### src/rtl/fir_tap_mac.sv
// fir_tap_mac: serial multiply-accumulate stage of one equalizer band's FIR filter.
// One tap is processed per enabled cycle, indexed by the external tap counter.
// Each frame shifts one new sample into the delay line, accumulates TAPS
// products, and emits one rounded, saturated output sample.
//
// Ports:
//   clk            system clock, rising edge
//   rst            asynchronous active-low reset
//   clk_enable     tap strobe (same enable as the tap counter)
//   current_count  tap index k from the counter
//   sample_in      new sample, taken when clk_enable=1 and current_count=0
//   coeff_in       h[current_count] from the external coefficient ROM
//   y_out          filtered sample, held between updates
//   y_valid        one-cycle pulse when y_out updates
//   seq_error      sticky tap-count sequence violation flag
module fir_tap_mac #(
  parameter int DATA_W  = 16,
  parameter int COEFF_W = 16,
  parameter int TAPS    = 64,
  parameter int ACC_W   = 40,
  parameter int SHIFT   = 15
) (
  input  logic                     clk,
  input  logic                     rst,
  input  logic                     clk_enable,
  input  logic [$clog2(TAPS)-1:0]  current_count,
  input  logic [DATA_W-1:0]        sample_in,
  input  logic [COEFF_W-1:0]       coeff_in,
  output logic [DATA_W-1:0]        y_out,
  output logic                     y_valid,
  output logic                     seq_error
);

  localparam int CNT_W  = $clog2(TAPS);
  localparam int PROD_W = DATA_W + COEFF_W;

  localparam logic [CNT_W-1:0] LAST_TAP = CNT_W'(TAPS - 1);

  localparam logic signed [ACC_W-1:0] ROUND_BIAS = ACC_W'(1) << (SHIFT - 1);
  localparam logic signed [ACC_W-1:0] SAT_MAX =
    {{(ACC_W - DATA_W + 1){1'b0}}, {(DATA_W - 1){1'b1}}};
  localparam logic signed [ACC_W-1:0] SAT_MIN =
    {{(ACC_W - DATA_W + 1){1'b1}}, {(DATA_W - 1){1'b0}}};

  logic signed [DATA_W-1:0] x_q [TAPS];
  logic signed [ACC_W-1:0]  acc_q;
  logic [CNT_W-1:0]         expected_q;
  logic [DATA_W-1:0]        y_q;
  logic                     y_valid_q;
  logic                     seq_error_q;

  logic                     first_tap;
  logic                     last_tap;
  logic signed [DATA_W-1:0] tap_sample;
  logic signed [PROD_W-1:0] product;
  logic signed [ACC_W-1:0]  acc_base;
  logic signed [ACC_W-1:0]  acc_sum;
  logic signed [ACC_W-1:0]  rounded;
  logic signed [ACC_W-1:0]  shifted;
  logic [DATA_W-1:0]        y_sat;

  always_comb begin
    first_tap = (current_count == '0);
    last_tap  = (current_count == LAST_TAP);

    // At tap 0 the shifted-in x[0] is the incoming sample itself.
    tap_sample = first_tap ? $signed(sample_in) : x_q[current_count];
    product    = PROD_W'(tap_sample) * PROD_W'($signed(coeff_in));

    // Tap 0 restarts the accumulation, discarding the previous frame's sum.
    acc_base = first_tap ? '0 : acc_q;
    acc_sum  = acc_base + ACC_W'(product);

    // Round half up, then arithmetic shift out the coefficient fraction bits.
    rounded = acc_sum + ROUND_BIAS;
    shifted = rounded >>> SHIFT;

    if (shifted > SAT_MAX) begin
      y_sat = SAT_MAX[DATA_W-1:0];
    end else if (shifted < SAT_MIN) begin
      y_sat = SAT_MIN[DATA_W-1:0];
    end else begin
      y_sat = shifted[DATA_W-1:0];
    end
  end

  always_ff @(posedge clk or negedge rst) begin
    if (!rst) begin
      for (int i = 0; i < TAPS; i++) begin
        x_q[i] <= '0;
      end
      acc_q       <= '0;
      expected_q  <= '0;
      y_q         <= '0;
      y_valid_q   <= 1'b0;
      seq_error_q <= 1'b0;
    end else begin
      y_valid_q <= 1'b0;
      if (clk_enable) begin
        expected_q <= current_count + 1'b1;
        if (current_count != expected_q) begin
          seq_error_q <= 1'b1;
        end

        acc_q <= acc_sum;

        if (first_tap) begin
          for (int i = TAPS - 1; i > 0; i--) begin
            x_q[i] <= x_q[i-1];
          end
          x_q[0] <= $signed(sample_in);
        end

        if (last_tap) begin
          y_q       <= y_sat;
          y_valid_q <= 1'b1;
        end
      end
    end
  end

  assign y_out     = y_q;
  assign y_valid   = y_valid_q;
  assign seq_error = seq_error_q;

endmodule
### config.mk
export PLATFORM = sky130hd
export DESIGN_NAME = fir_tap_mac
export DESIGN_NICKNAME = d
export VERILOG_FILES = /design/src/rtl/fir_tap_mac.sv
export SDC_FILE = /design/constraint.sdc
export NUM_CORES = 2
export LEC_CHECK = 0
export ABC_AREA = 0
export BUFFER_PORTS_ARGS = -buffer_cell sky130_fd_sc_hd__buf_2
export CAP_MARGIN = 10
export CELL_PAD_IN_SITES_DETAIL_PLACEMENT = 0
export CELL_PAD_IN_SITES_GLOBAL_PLACEMENT = 2
export CORE_MARGIN = 3
export CORE_UTILIZATION = 40
export DETAILED_ROUTE_END_ITERATION = 8
export MAX_ROUTING_LAYER = met4
export PLACE_DENSITY = 0.72
export SETUP_SLACK_MARGIN = 0.15
export SLEW_MARGIN = 30
export SYNTH_ARGS = -nofsm -noshare
export SYNTH_HDL_FRONTEND = slang
export SYNTH_SLANG_ARGS = --single-unit
### constraint.sdc
create_clock -name clk -period 10.4 [get_ports clk]
set_input_delay 1.04 -clock clk [delete_from_list [all_inputs] [get_ports clk]]
set_output_delay 1.04 -clock clk [all_outputs]
set_load 0.01 [all_outputs]
Word level (Yosys, flattened, before mapping) --
Index checks and enable logic that the tools add are counted. W data, S select, Z words.
Word-level totals: output and inout bits 18, logic and storage cells 92, ROM bits 0, register bits after elaboration 1088, bits of input ports 41, RAM bits 0, latch bits 0, memories 0
Cells by class: divide/modulo/power cells 0, multiplexer cells 9, multipliers 1, reduce and logical (&&, ||, !) cells 4, shift operators 0, $add $sub $neg 3, equality and inequality tests 2, order comparisons 3, bitwise logic cells 1
Operators by type and width (count):
- $bmux W16 S6 | 1
- $mux W16 | 5
- $add A40 B16 Y40 const B | 1
- $add A40 B32 Y40 | 1
- $mux W40 | 1
- $mul A16 B16 Y32 | 1
- $gt A25 B16 Y1 const B | 1
- $lt A25 B16 Y1 const B | 1
- $ge A7 B7 Y1 const B | 1
- $not A6 Y7 | 1
- $add A6 B1 Y6 const B | 1
- $eq A6 B6 Y1 const B | 1
- $logic_not A6 Y1 | 1
- $ne A6 B6 Y1 | 1
- $reduce_and A2 Y1 | 3
- $mux W1 | 2

Depth between registers and ports, before layout --
depth after elaboration 11, mapped depth 42, depth with buffers taken out 35

Worst setup path after synthesis --
No wires, ideal clock.
path type input-to-reg, from input current_count[0], to register y_q[5] (netlist: y_out[5]), data required time 10263 ps, stages 38, buffers on the path 9, setup time 137 ps, data arrival time 10988 ps, path slack -725 ps, cell sequence buf_2 > buf_2 > buf_2 > clkbuf_1 > inv_1 > ha_1 > or4b_2 > nor2_1 > buf_1 > buf_1 > mux2i_1 > clkbuf_1 > nor2b_1 > fa_1 > inv_1 > fa_1 > fa_1 > inv_1 > [2 not listed] > inv_1 > fa_1 > inv_1 > ha_1 > buf_2 > a21o_1 > a211o_1 > nor2_1 > a21oi_1 > nor3_1 > nand4_1 > nor4b_4 > and4b_1 > nand3_1 > xnor2_1 > a2111oi_4 > buf_6 > o32ai_1
Between the ends: word-level cells in the longest chain between the ends 11, elaborated cells on any way between the ends 16, those cells by class 2 x add/sub; 1 x mul; 2 x order compare; 1 x eq/ne; 7 x mux; 1 x bitwise; 2 x reduce/logical
RTL lines:
- from (decl) | RTL line 26 | input logic [$clog2(TAPS)-1:0] current_count,
- $not A6 Y7 (not written as such) | RTL line 67 | tap_sample = first_tap ? $signed(sample_in) : x_q[current_count];
- $bmux W16 S6 | RTL line 67
- $mux W16 (not written as such) (2 in series) | RTL line 67
- $mux W16 | RTL line 67
- $mul A16 B16 Y32 | RTL line 68 | product = PROD_W'(tap_sample) * PROD_W'($signed(coeff_in));
- $add A40 B32 Y40 | RTL line 72 | acc_sum = acc_base + ACC_W'(product);
- $add A40 B16 Y40 | RTL line 75 | rounded = acc_sum + ROUND_BIAS;
- $lt A25 B16 Y1 | RTL line 80 | end else if (shifted < SAT_MIN) begin
- $mux W16 | RTL line 80
- $mux W16 | RTL line 78 | if (shifted > SAT_MAX) begin
- to (signal assigned) | RTL line 115 | y_q <= y_sat;
- to (decl) | RTL line 48 | logic [DATA_W-1:0] y_q;
Several ways; a longest one is shown, not always the timed one. The select of a mux whose other input is x is not followed. A chain may end at the register's enable or synchronous reset.

Worst setup path in the final report --
from input current_count[0], to register y_q[12] (netlist: y_out[12])
Same word-level chain as after synthesis.

==> flow_summary.json <==
{
  "run_status": "complete, no violations",
  "crit_buf_inv": 12,
  "root_buffer": "clkbuf_16",
  "synth_top_area_share_pct": 43.8,
  "irDropWorstVdd_v": 0.000865,
  "synth_compound_area_share_pct": 2.21,
  "first_global_vias": 38800,
  "synth_simple_gate_area_share_pct": 4.80,
  "grt_usage_pct": 17.9,
  "viasPerCell": 5.20,
  "grt-ovfl-total": 0,
  "gr-usage-met1_pct": 24.7,
  "async_flop_share_pct": 100,
  "die_h_um": 400,
  "setup_viol": 0,
  "yosys.area_share.adder_pct": 13.0,
  "drc_errors": 0,
  "dp_hpwl_mm": 93.9,
  "synth_xor_area_share_pct": 0.846,
  "synth_edf_count": 0,
  "p_leak_uw": 0.0355,
  "num-fill-cells": 13700,
  "required_ns": 10.98,
  "wl_per_cell_um": 19.7,
  "cp.depth": 36,
  "max_stage_delay_ns": 0.63,
  "syn_area_um2": 62100,
  "syn_area_per_cell_um2": 14.2,
  "worst_r2r_path_depth": 33,
  "std_cell_rows": 144,
  "drtIter0Drc": 1970,
  "area_delta_synth_final_pct": 16.8,
  "critical_path_class": "input pin to register",
  "muxShareOfSynthArea_pct": 31.4,
  "rsz0062_at_grt": "false",
  "totalWireLength_mm": 135,
  "syn-instance-count": 4372,
  "yosysTopAreaCell": "dfrtp_1",
  "cp_slowest_cell": "mux4_2",
  "yosys-top-cells-count": "1088 x dfrtp_1, 1060 x mux2_2, 386 x inv_1, 330 x fa_1, 326 x mux4_2",
  "crit_family": "adder cells",
  "syn_nets": 4861,
  "die_area_um2": 160000,
  "h-tree-depth": 3,
  "ys_warn_count": 0,
  "hp-class": "input pin to async pin",
  "io_buffers": 58,
  "ys.flop_type": "dfrtp_1",
  "yosysSeqAreaShare_pct": 43.8,
  "routed-via-count": 35700,
  "endpoint_kind": "register",
  "drive_gt1_share_pct": 43.9,
  "clock_path_buffers": 3,
  "synth_top_family_by_area": "multiplexers",
  "grt_pass1_wl_mm": 221,
  "worstMarginPinSlew_ns": 1.04,
  "chipWidth_um": 400,
  "first_pass_iters": 5,
  "total_power_uw": 26200,
  "grt_max_degree": 189,
  "busiest_layer": "met2",
  "antenna_found_initial": 8,
  "synthTopCellsByArea": "dfrtp_1 44%, mux2_2 19%, mux4_2 12%",
  "grt_util_met3_pct": 2.85,
  "gp_congestion": 0.839,
  "insertion_delay_ns": 0.76,
  "finalWorstPathRequiredPeriod_ns": 9.93,
  "clk_pin_slew_worst_paths_ns": 0.06,
  "core-area_um2": 154000,
  "slew_headroom_pct": 30.6,
  "clock-sinks": 1088,
  "hold_viol_final": 0,
  "postRouteAntennaNets": 0,
  "startpoint_type": "input pin",
  "cts_buffers": 118,
  "gr-usage-met2_pct": 28.2,
  "synth_seq_cells": 1088,
  "fin_skew_ns": 0.0723,
  "nets": 5198,
  "arrival_ns": 10.52,
  "synth_cell_types": 70,
  "cp_max_fo": 17,
  "post-route-util_pct": 47.1,
  "drv_slew": 0,
  "start_util_pct": 40.3,
  "synth.most_common_cell": "dfrtp_1",
  "fmax_mhz": 101,
  "cts_tree": "done",
  "finalCritPeriodShare_pct": 95.5,
  "powerDensity_nw_per_um2": 361,
  "drv_cap": 0,
  "io_pins": 59,
  "cp_common_cell": "fa_1"
}
==> state kept, by name, indices dropped and copies added (netlist names) <==
| signal | flops |
|---|---|
| y_valid | 1 |
| y_out | 16 |
| expected_q | 6 |
| x_q | 1024 |
| seq_error | 1 |
| acc_q | 40 |
==> power by group <==
group,total [µW],internal [µW],switching [µW]
Clock,4510,2730,1780
Sequential,4460,4400,59.8
Combinational,17200,8520,8720
Total,26200,15700,10600
==> logic make-up after synthesis <==
group	count (synthesis)
DFF	1088
AOI/OAI and AO/OA	201
and+or+nand+nor	526
xor gates and xnor gates	60
adders and majority gates	448
buffers and inverters	640
muxes	1409
==> per-layer routing <==
| metal | share of wire, % | wire length, µm | up-vias |
|---|---|---|---|
| met1 | 47 | 63400 | 19000 |
| met4 | 1.7 | 2320 | 0 |
| met5 | 0 | 0 | - |
| met2 | 48 | 64500 | 381 |
| li1 | - | - | 16100 |
| met3 | 3.6 | 4800 | 155 |
==> cell usage in the layout, fill, tap and decap left out, types with 11 or more instances in the layout <==
cell       count
mux2_2      1060
clkbuf_8      27
bufinv_16     18
ha_1         117
nand2_1       69
fa_1         328
nor2b_1      161
a211oi_1      14
nand2b_1      81
clkinv_2      24
o21ai_0       27
o21a_1        11
and3_1        11
xnor2_1       33
buf_4        342
and2_1        41
inv_1        386
buf_2         53
buf_12        63
xor2_1        23
nor2_1        67
a21oi_1       50
nand3_1       20
clkbuf_1      20
mux4_2       326
a21o_1        14
nand4_1       21
clkbuf_16    118
o32ai_1       15
dfrtp_1     1088
==> path summary, 6_finish.rpt <==
kind                             startpoint   endpoint  slack (ns)
min                                     rst   x_q[173]        0.28
min in group clk                   x_q[949]   x_q[933]        0.48
max reg2reg                       x_q[1021]  y_out[12]        0.90
max in group asynchronous               rst   x_q[823]        7.79
min reg2reg                        x_q[949]   x_q[933]        0.48
max                        current_count[0]  y_out[12]        0.47
==> final cells by class <==
type	instances	area (µm²)	area share (%)
Clock buffer	165	3400	4.68
Timing Repair Buffer	471	4310	5.94
Antenna cell	8	20.0	0.0276
Tap cell	2044	2560	3.52
Multi-Input combinational cell	2644	32700	45.1
Inverter	386	1450	2.00
Sequential cell	1088	27200	37.5
Clock inverter	54	875	1.21
==> metrics by stage <==
stage / instances / TNS, ns / hold WS [ns] / worst slack, ns / instance area [µm²]
after global placement: 6624 / -15.22 / 0.437 / -0.965 / 68000
after detailed placement: 6624 / -15.28 / 0.479 / -0.983 / 68000
final: 6860 / 0 / 0.285 / 0.465 / 72600
after CTS: 6843 / 0 / 0.255 / 0.256 / 72300
after global routing: 6856 / 0 / 0.290 / 0.146 / 72600
after floorplan: 4372 / 0 / 0.473 / 0.153 / 62500
==> what timing repair did <==
item,CTS,global route
buffers inserted,0,5
pin swaps,0,5
resized for setup,3,27
hold buffers,0,0
endpoints found under the setup margin,16,16
No activity file was read; power rests on OpenSTA's default activity.
